**src/rtl/mem_rr_arbiter.sv**
```systemverilog
// Round-robin arbiter sharing one memory among NUM_REQ requesters; accept -> strobe next cycle -> rsp one cycle after mem_response.
// Requesters hold req_valid until the req_ready pulse; the ARB_TIMEOUT_EN macro adds an abort after TIMEOUT strobe cycles.
module mem_rr_arbiter #(
  parameter int NUM_REQ = 4,
  parameter int ADDR_W  = 8,
  parameter int DATA_W  = 32,
  parameter int TIMEOUT = 16
) (
  input  logic                      clk,
  input  logic                      reset,
  input  logic [NUM_REQ-1:0]        req_valid,
  input  logic [NUM_REQ-1:0]        req_wr,
  input  logic [NUM_REQ*ADDR_W-1:0] req_addr,
  input  logic [NUM_REQ*DATA_W-1:0] req_wdata,
  output logic [NUM_REQ-1:0]        req_ready,
  output logic [NUM_REQ-1:0]        rsp_valid,
  output logic [DATA_W-1:0]         rsp_rdata,
  output logic                      rsp_err,
  output logic                      mem_wr,
  output logic                      mem_rd,
  output logic [ADDR_W-1:0]         mem_addr,
  output logic [DATA_W-1:0]         mem_wdata,
  input  logic [DATA_W-1:0]         mem_rdata,
  input  logic                      mem_response
);

  localparam int IDX_W = $clog2(NUM_REQ);
  localparam int SUM_W = IDX_W + 1;

  typedef enum logic [1:0] {IDLE, BUSY, DONE} state_t;

  state_t             state_q, state_d;
  logic [IDX_W-1:0]   ptr_q, ptr_d;
  logic [IDX_W-1:0]   g_q, g_d;
  logic               mem_wr_q, mem_wr_d;
  logic               mem_rd_q, mem_rd_d;
  logic [ADDR_W-1:0]  mem_addr_q, mem_addr_d;
  logic [DATA_W-1:0]  mem_wdata_q, mem_wdata_d;
  logic [NUM_REQ-1:0] rsp_valid_q, rsp_valid_d;
  logic [DATA_W-1:0]  rsp_rdata_q, rsp_rdata_d;
  logic [NUM_REQ-1:0] ready_c;

`ifdef ARB_TIMEOUT_EN
  localparam int CNT_W = $clog2(TIMEOUT) + 1;
  logic [CNT_W-1:0]   cnt_q, cnt_d;
  logic               rsp_err_q, rsp_err_d;
`endif

  // Rotate the request vector so bit 0 is the requester at the pointer.
  logic [SUM_W-1:0]   rot_shamt;
  logic [NUM_REQ-1:0] rot;
  logic [IDX_W-1:0]   gnt_off;
  logic [SUM_W-1:0]   gnt_sum;
  logic [IDX_W-1:0]   gnt_idx;
  logic               sel_wr;
  logic [ADDR_W-1:0]  sel_addr;
  logic [DATA_W-1:0]  sel_wdata;
  logic [SUM_W-1:0]   g_inc;
  logic [IDX_W-1:0]   ptr_nxt;

  assign rot_shamt = SUM_W'(NUM_REQ) - {1'b0, ptr_q};
  assign rot       = (req_valid >> ptr_q) | (req_valid << rot_shamt);

  always_comb begin
    gnt_off = '0;
    for (int i = NUM_REQ - 1; i >= 0; i--) begin
      if (rot[i]) gnt_off = IDX_W'(i);
    end
  end

  assign gnt_sum = {1'b0, ptr_q} + {1'b0, gnt_off};
  assign gnt_idx = (gnt_sum >= SUM_W'(NUM_REQ)) ? IDX_W'(gnt_sum - SUM_W'(NUM_REQ))
                                                : IDX_W'(gnt_sum);

  always_comb begin
    sel_wr    = 1'b0;
    sel_addr  = '0;
    sel_wdata = '0;
    for (int i = 0; i < NUM_REQ; i++) begin
      if (gnt_idx == IDX_W'(i)) begin
        sel_wr    = req_wr[i];
        sel_addr  = req_addr[i*ADDR_W +: ADDR_W];
        sel_wdata = req_wdata[i*DATA_W +: DATA_W];
      end
    end
  end

  assign g_inc   = {1'b0, g_q} + SUM_W'(1);
  assign ptr_nxt = (g_inc == SUM_W'(NUM_REQ)) ? '0 : IDX_W'(g_inc);

  always_comb begin
    state_d     = state_q;
    ptr_d       = ptr_q;
    g_d         = g_q;
    mem_wr_d    = mem_wr_q;
    mem_rd_d    = mem_rd_q;
    mem_addr_d  = mem_addr_q;
    mem_wdata_d = mem_wdata_q;
    rsp_valid_d = '0;
    rsp_rdata_d = rsp_rdata_q;
    ready_c     = '0;
`ifdef ARB_TIMEOUT_EN
    cnt_d       = cnt_q;
    rsp_err_d   = rsp_err_q;
`endif
    case (state_q)
      IDLE: begin
        if (|req_valid) begin
          ready_c     = NUM_REQ'(1) << gnt_idx;
          g_d         = gnt_idx;
          mem_wr_d    = sel_wr;
          mem_rd_d    = ~sel_wr;
          mem_addr_d  = sel_addr;
          mem_wdata_d = sel_wdata;
          state_d     = BUSY;
`ifdef ARB_TIMEOUT_EN
          cnt_d       = '0;
`endif
        end
      end
      BUSY: begin
        if (mem_response) begin
          mem_wr_d    = 1'b0;
          mem_rd_d    = 1'b0;
          rsp_valid_d = NUM_REQ'(1) << g_q;
          rsp_rdata_d = mem_wr_q ? '0 : mem_rdata;
          state_d     = DONE;
`ifdef ARB_TIMEOUT_EN
          rsp_err_d   = 1'b0;
        end else if (cnt_q == CNT_W'(TIMEOUT - 1)) begin
          // Memory never answered: abort and report an error to the owner.
          mem_wr_d    = 1'b0;
          mem_rd_d    = 1'b0;
          rsp_valid_d = NUM_REQ'(1) << g_q;
          rsp_rdata_d = '0;
          rsp_err_d   = 1'b1;
          state_d     = DONE;
        end else begin
          cnt_d       = cnt_q + CNT_W'(1);
`endif
        end
      end
      DONE: begin
        ptr_d   = ptr_nxt;
        state_d = IDLE;
      end
      default: state_d = IDLE;
    endcase
  end

  always_ff @(posedge clk or negedge reset) begin
    if (!reset) begin
      state_q     <= IDLE;
      ptr_q       <= '0;
      g_q         <= '0;
      mem_wr_q    <= 1'b0;
      mem_rd_q    <= 1'b0;
      mem_addr_q  <= '0;
      mem_wdata_q <= '0;
      rsp_valid_q <= '0;
      rsp_rdata_q <= '0;
`ifdef ARB_TIMEOUT_EN
      cnt_q       <= '0;
      rsp_err_q   <= 1'b0;
`endif
    end else begin
      state_q     <= state_d;
      ptr_q       <= ptr_d;
      g_q         <= g_d;
      mem_wr_q    <= mem_wr_d;
      mem_rd_q    <= mem_rd_d;
      mem_addr_q  <= mem_addr_d;
      mem_wdata_q <= mem_wdata_d;
      rsp_valid_q <= rsp_valid_d;
      rsp_rdata_q <= rsp_rdata_d;
`ifdef ARB_TIMEOUT_EN
      cnt_q       <= cnt_d;
      rsp_err_q   <= rsp_err_d;
`endif
    end
  end

  // The only combinational output; forced low while reset is held.
  assign req_ready = reset ? ready_c : '0;
  assign rsp_valid = rsp_valid_q;
  assign rsp_rdata = rsp_rdata_q;
  assign mem_wr    = mem_wr_q;
  assign mem_rd    = mem_rd_q;
  assign mem_addr  = mem_addr_q;
  assign mem_wdata = mem_wdata_q;
`ifdef ARB_TIMEOUT_EN
  assign rsp_err   = rsp_err_q;
`else
  assign rsp_err   = 1'b0;
`endif

endmodule
```
**config.mk**
```make
export PLATFORM = sky130hd
export DESIGN_NAME = mem_rr_arbiter
export DESIGN_NICKNAME = d
export VERILOG_FILES = /design/src/rtl/mem_rr_arbiter.sv
export SDC_FILE = /design/constraint.sdc
export NUM_CORES = 1
export LEC_CHECK = 0
export ABC_AREA = 1
export CAP_MARGIN = 10
export CORE_ASPECT_RATIO = 0.6
export CORE_UTILIZATION = 39
export DETAILED_ROUTE_END_ITERATION = 10
export GPL_TIMING_DRIVEN = 0
export PLACE_DENSITY = 0.85
export SLEW_MARGIN = 20
export SYNTH_ARGS = -nofsm -noshare
export SYNTH_HDL_FRONTEND = slang
export SYNTH_SLANG_ARGS = --single-unit
```
**constraint.sdc**
```tcl
create_clock -name clk -period 4.35 [get_ports clk]
set_input_delay 1.305 -clock clk [delete_from_list [all_inputs] [get_ports clk]]
set_output_delay 1.305 -clock clk [all_outputs]
set_load 0.005 [all_outputs]
```
# Word-level counts from Yosys, hierarchy flattened
# Index checks and enable logic that the tools add are counted.
dict set report word_totals {
  ff_bits 84
  elab_cells 68
  out_inout_bits 83
  in_bits 203
}
dict set report classes {
  eq_ne 8
  n_reduce_logical 8
  order_cmp 1
  n_bitwise 2
  mux 32
  addsub 4
  shifts 4
}
# cell count
set ops {}
lappend ops {{32-bit two-way mux} 5}
lappend ops {{8-bit two-way mux} 4}
lappend ops {{4-bit two-way mux} 5}
lappend ops {{2-bit two-way mux} 8}
lappend ops {{1-bit by 2-bit << shifter with 4-bit output, first input constant} 2}
lappend ops {{1-bit two-way mux} 7}
lappend ops {{2-bit equality test, second input constant} 3}
lappend ops {{2-bit AND reduction} 3}
lappend ops {{2-bit by 1-bit equality test with 1-bit output, second input constant} 2}
lappend ops {{2-bit logical NOT} 2}
lappend ops {{2-bit != test, second input constant} 2}
lappend ops {{4-bit OR} 1}
lappend ops {{1-bit case mux with 2 select lines} 2}
lappend ops {{2-bit case mux with 2 select lines} 1}
lappend ops {{4-bit OR reduction} 1}
lappend ops {{4-bit by 3-bit << shifter with 4-bit output} 1}
lappend ops {{4-bit by 2-bit right shift with 4-bit output} 1}
lappend ops {{2-bit by 1-bit adder with 3-bit output, second input constant} 1}
lappend ops {{2-bit by 2-bit adder with 3-bit output} 1}
lappend ops {{3-bit equality test, second input constant} 1}
lappend ops {{3-bit >= comparator, second input constant} 1}
lappend ops {{3-bit AND reduction} 1}
lappend ops {{3-bit by 2-bit subtractor with 3-bit output, first input constant} 1}
lappend ops {{2-bit nonzero test} 1}
lappend ops {{2 further kinds} 2}

# Logic depth before layout (Yosys ltp)
dict set report logic_depth {
  word_depth 18
  ltp_mapped 21
}

# Worst setup path before layout
# Ideal clock, no wire load.
dict set report synth_path {
  path_type {input port to output port}
  startpoint {input req_valid[1]}
  endpoint {output req_ready[1]}
  cell_stages 11
  path_slack_ns 0.086
  n_path_buf 2
  arrival_time_ns 2.959
  required_time_ns 3.045
  cell_sequence {nand2_1 nand2_1 nand2_1 nand2_1 o21ai_0 a21oi_1 ha_1 buf_2 clkinv_1 clkbuf_1 nor3_1}
}
dict set report synth_via {
  elab_chain_cells 13
}
# item line_no
set synth_lines {}
lappend synth_lines {{start: declaration} 11} ;# input logic [NUM_REQ-1:0] req_valid,
lappend synth_lines {{4-bit by 3-bit << shifter with 4-bit output or 4-bit by 2-bit right shift with 4-bit output (tied branches)} 62} ;# assign rot = (req_valid >> ptr_q) | (req_valid << rot_shamt);
lappend synth_lines {{4-bit OR *} 62}
lappend synth_lines {{2-bit two-way mux (3 in a row)} 67} ;# if (rot[i]) gnt_off = IDX_W'(i);
lappend synth_lines {{2-bit two-way mux *} 67}
lappend synth_lines {{2-bit by 2-bit adder with 3-bit output *} 71} ;# assign gnt_sum = {1'b0, ptr_q} + {1'b0, gnt_off};
lappend synth_lines {{3-bit >= comparator or 2-bit by 1-bit subtractor with 2-bit output (tied branches)} 72} ;# assign gnt_idx = (gnt_sum >= SUM_W'(NUM_REQ)) ? IDX_W'(gnt_sum - SUM_W'(NUM_REQ))
lappend synth_lines {{2-bit two-way mux *} 72}
lappend synth_lines {{net gnt_idx[0]} 54} ;# logic [IDX_W-1:0] gnt_idx;
lappend synth_lines {{1-bit by 2-bit << shifter with 4-bit output *} 109} ;# ready_c = NUM_REQ'(1) << gnt_idx;
lappend synth_lines {{4-bit two-way mux *} 108} ;# if (|req_valid) begin
lappend synth_lines {{4-bit two-way mux *} 106} ;# case (state_q)
lappend synth_lines {{4-bit two-way mux *} 184} ;# assign req_ready = reset ? ready_c : '0;
lappend synth_lines {{end: declaration} 15} ;# output logic [NUM_REQ-1:0] req_ready,
# Mark *: on every way through the listed nets, which the timed path passes. The rest lies on a longest branch.

# Worst setup path after layout
dict set report layout_path {
  startpoint {input req_valid[3]}
  endpoint {output req_ready[1]}
}
dict set report layout_via {
  elab_chain_cells 13
}
# item line_no
set layout_lines {}
lappend layout_lines {{4-bit by 3-bit << shifter with 4-bit output or 4-bit by 2-bit right shift with 4-bit output (tied branches)} 62}
lappend layout_lines {{4-bit OR} 62}
lappend layout_lines {{2-bit two-way mux (4 in a row)} 67}
lappend layout_lines {{2-bit by 2-bit adder with 3-bit output} 71}
lappend layout_lines {{3-bit >= comparator or 2-bit by 1-bit subtractor with 2-bit output (tied branches)} 72}
lappend layout_lines {{2-bit two-way mux} 72}
lappend layout_lines {{1-bit by 2-bit << shifter with 4-bit output} 109}
lappend layout_lines {{4-bit two-way mux *} 108}
lappend layout_lines {{4-bit two-way mux *} 106}
lappend layout_lines {{4-bit two-way mux *} 184}
# Every way passes the cells marked *; elsewhere a longest branch is shown, timed or not.

==> flow_metrics.py <==
metrics = {
    "sta": {
        "finalMaxSlewViolations": 0,
        "period_needed_ns": 4.36,
        "whs_ns": 0.484,
        "finClkSkew_ns": 0.00709,
        "worst_pin_slew_ns": 0.590,
        "fmax_mhz": 229,
        "maxSlewHeadroom_pct": 60.6,
        "rsz0062_at_grt": "true",
        "final.setup.tns_ns": -0.0182,
        "hold_viol_final": 0,
        "fin_ws_ns": -0.0103,
        "min_period_over_period_pct": 100,
        "setup_viol": 2,
    },
    "drt": {
        "routed-wl-met3_um": 1510,
        "wl_per_cell_um": 15.2,
        "via_count": 5898,
        "drtAntennaViolNets": 0,
        "highest_layer": "met4",
        "wl_met2_um": 8610,
        "wl_um": 18400,
        "dr.pass1.iters": 5,
        "drc": 0,
        "vias_per_cell": 4.85,
        "detail_route.iter0.violations": 286,
        "wl_met1_um": 7830,
    },
    "floorplanning": {
        "core_um2": 12200,
        "num_rows": 31,
        "die-area_um2": 13200,
        "ios": 286,
        "start_util_pct": 40.5,
        "die_y_um": 89.3,
        "die_x_um": 147,
    },
    "clock_network": {
        "cts.htree.levels": 3,
        "clk_pin_slew_ns": 0.06,
        "cts_num_sinks": 84,
        "root_buffer": "clkbuf_16",
        "clk_latency_ns": 0.34,
        "cts_tree": "yes",
        "cts_buffers": 9,
        "cts_max_path_buffers": 2,
    },
    "logic_synthesis": {
        "ys_ff_latch": 84,
        "synthTopCellsByArea": "dfrtp_1, nand2_1, o21ai_0, inv_1, nand3_1",
        "yosysTopAreaCellShare_pct": 42.4,
        "synth_top_area_cell": "dfrtp_1",
        "syn_area_um2": 4950,
        "synthCells": 740,
        "ys_types": 29,
        "syn_nets": 949,
        "yosysSeqAreaShare_pct": 42.4,
        "yosys_warnings": 0,
        "avgSynthCellArea_um2": 6.69,
    },
    "critical_path": {
        "crit_required_ns": 3.04,
        "crit_type": "in2out",
        "worstPathCellList": "buf_2 -> nand2_2 -> a21oi_2 -> nor2_2 -> o21ai_2 -> a21oi_2 -> ha_4 -> xnor2_4 -> inv_2 -> nand2_4 -> nand2_4 -> buf_8 -> buf_8 -> nor3_2 -> buf_2",
        "crit_buf_inv": 5,
        "r2r_setup_slack_ns": 1.14,
        "cp_max_fo": 5,
        "critPathTopFamily": "buffers and inverters",
        "reg2reg_from": "ptr_q[1]",
        "cp-start-kind": "input pin",
        "worstSetupEndpointType": "output port",
        "worstRegToRegCells": 20,
        "worst_path_largest_cell_delay_ns": 0.18,
        "rr_endpoint": "mem_wdata[13]",
        "crit_arrival_ns": 3.06,
        "cp_slowest_cell": "ha_4",
    },
    "grt": {
        "antenna_found_initial": 0,
        "grt_pass1_vias": 5460,
        "grt_util_all_layers_pct": 27.6,
        "grt_max_degree": 50,
        "overflow": 0,
        "grt_pass1_wl_um": 27800,
    },
    "place": {
        "dpl_cell_area_um2": 8030,
        "numPlacedInstances": 1190,
        "place.gp.congestion": 0.932,
        "port_buffers": 284,
        "place_hpwl_um": 14000,
        "dp_slack_ns": -1.47,
    },
    "layout": {
        "nets": 1255,
        "fin_util_pct": 69.9,
        "layout-drive-gt1-share_pct": 8.00,
        "nFillCells": 1036,
        "seqCellArea_um2": 2100,
        "area_growth_pct": 72.4,
        "stdcell_count": 1215,
        "final_cell_area_um2": 8540,
        "multi_input_area_um2": 2460,
        "n_antenna_cell": 0,
    },
    "power_and_ir_drop": {
        "vdd_drop_max_uv": 549,
        "finalPower_mw": 7.36,
        "leakagePower_nw": 4.11,
        "power_density_nw_per_um2": 862,
    },
    "flow_run": {
        "drv_cap": 0,
    },
    "status": {
        "violations": "setup timing",
        "status": "finished with violations",
    },
    "worst_hold_path": {
        "hold_end": "rsp_rdata[31]",
        "worstHoldStart": "rsp_rdata[31]",
        "hp-class": "reg2reg",
        "hold_depth": 2,
    },
}
[synth_stat cells (all sizes together)]
cell / instances
nand2: 326
o21ai: 118
dfrtp: 84
inv: 83
clkbuf: 28
nand3: 26
nor3: 26
nor2: 17
buf: 14
ha: 6
a21oi: 5
clkinv: 2
conb: 1
nand4: 1
nor4: 1
o31ai: 1
xnor2: 1
[metal layers]
metal | GRT usage (%) | vias to the layer above
li1 | - | 2915
met1 | 35.7 | 2660
met2 | 45.5 | 289
met3 | 7.19 | 34
met4 | 9.37 | 0
met5 | 0 | -
[where the power goes]
group	switching [mW]	leakage, nW	internal, mW
combinational	3.07	2.93	2.18
sequential	0.221	1.06	1.17
clock	0.331	0.125	0.389
[worst register-to-register path: cells and delay by family (launching register included)]
kind,cells,cell delay (ns)
DFF,1,0.48
buffers and inverters,7,1.00
xor gates and xnor gates,1,0.14
and+or+nand+nor,6,0.53
AOI/OAI and AO/OA,4,0.55
adders and majority gates,2,0.47
[sequential cells by signal, summed over array words and instances, names as in the netlist]
name       cells
rsp_valid      4
state_q        2
mem_wr         1
mem_rd         1
rsp_rdata     32
mem_addr       8
g_q            2
mem_wdata     32
ptr_q          2
[layout make-up]
class                   instances  area share (%)
plain buffers                  37            2.30
inverters                      85            3.88
clock buffers                   9            2.64
multi-input cells             529            28.8
clock inverters                 6           0.572
flip-flops and latches         84            24.6
well taps                     165            2.42
repair buffers                300            34.7
[cells in the final DEF, fill, tap and decap left out, types with 3 or more instances in the layout]
cell type and n:
nand3_1 24, inv_2 3, a21oi_2 3, nor2_2 5, o21ai_1 20, inv_1 79, buf_6 5, o21ai_0 97
ha_1 5, nor3_1 23, clkbuf_1 23, buf_2 8, buf_8 3, clkinvlp_4 3, nand2_4 3, nand2_1 319
buf_4 18, clkbuf_16 9, clkdlybuf4s50_1 275, dfrtp_1 82, nor2_1 10
[logic make-up (layout without fill, tap and decap cells)]
| logic type | after synthesis | after routing | share of synthesized area [%] |
|---|---|---|---|
| xor gates and xnor gates | 1 | 1 | 0.177 |
| buffers and inverters | 127 | 437 | 10.8 |
| adders and majority gates | 6 | 6 | 1.52 |
| AOI/OAI and AO/OA | 124 | 124 | 12.6 |
| and+or+nand+nor | 397 | 397 | 32.4 |
| other | 1 | 1 | 0.0757 |
| DFF | 84 | 84 | 42.4 |
[worst max path at each step]
stage / startpoint / end / slack, ns / depth (start not counted)
4_1_cts: req_valid[2] / req_ready[2] / -0.04 / 17
3_5_place_dp: req_valid[3] / req_ready[0] / -1.47 / 12
6_report: req_valid[3] / req_ready[1] / -0.01 / 15
3_3_place_gp: reset / req_ready[0] / -2.88 / 4
2_1_floorplan: req_valid[1] / req_ready[1] / 0.09 / 11
5_1_grt: req_valid[3] / req_ready[0] / -0.1 / 15
[what timing repair did]
item                                    in CTS  in global routing
hold buffers                                 0                  0
setup buffers                               10                  5
gates resized for setup                     65                 16
endpoints found under the setup margin       4                  4
pin swaps                                   12                 11
Note: power is estimated with default switching activity, not from simulation.
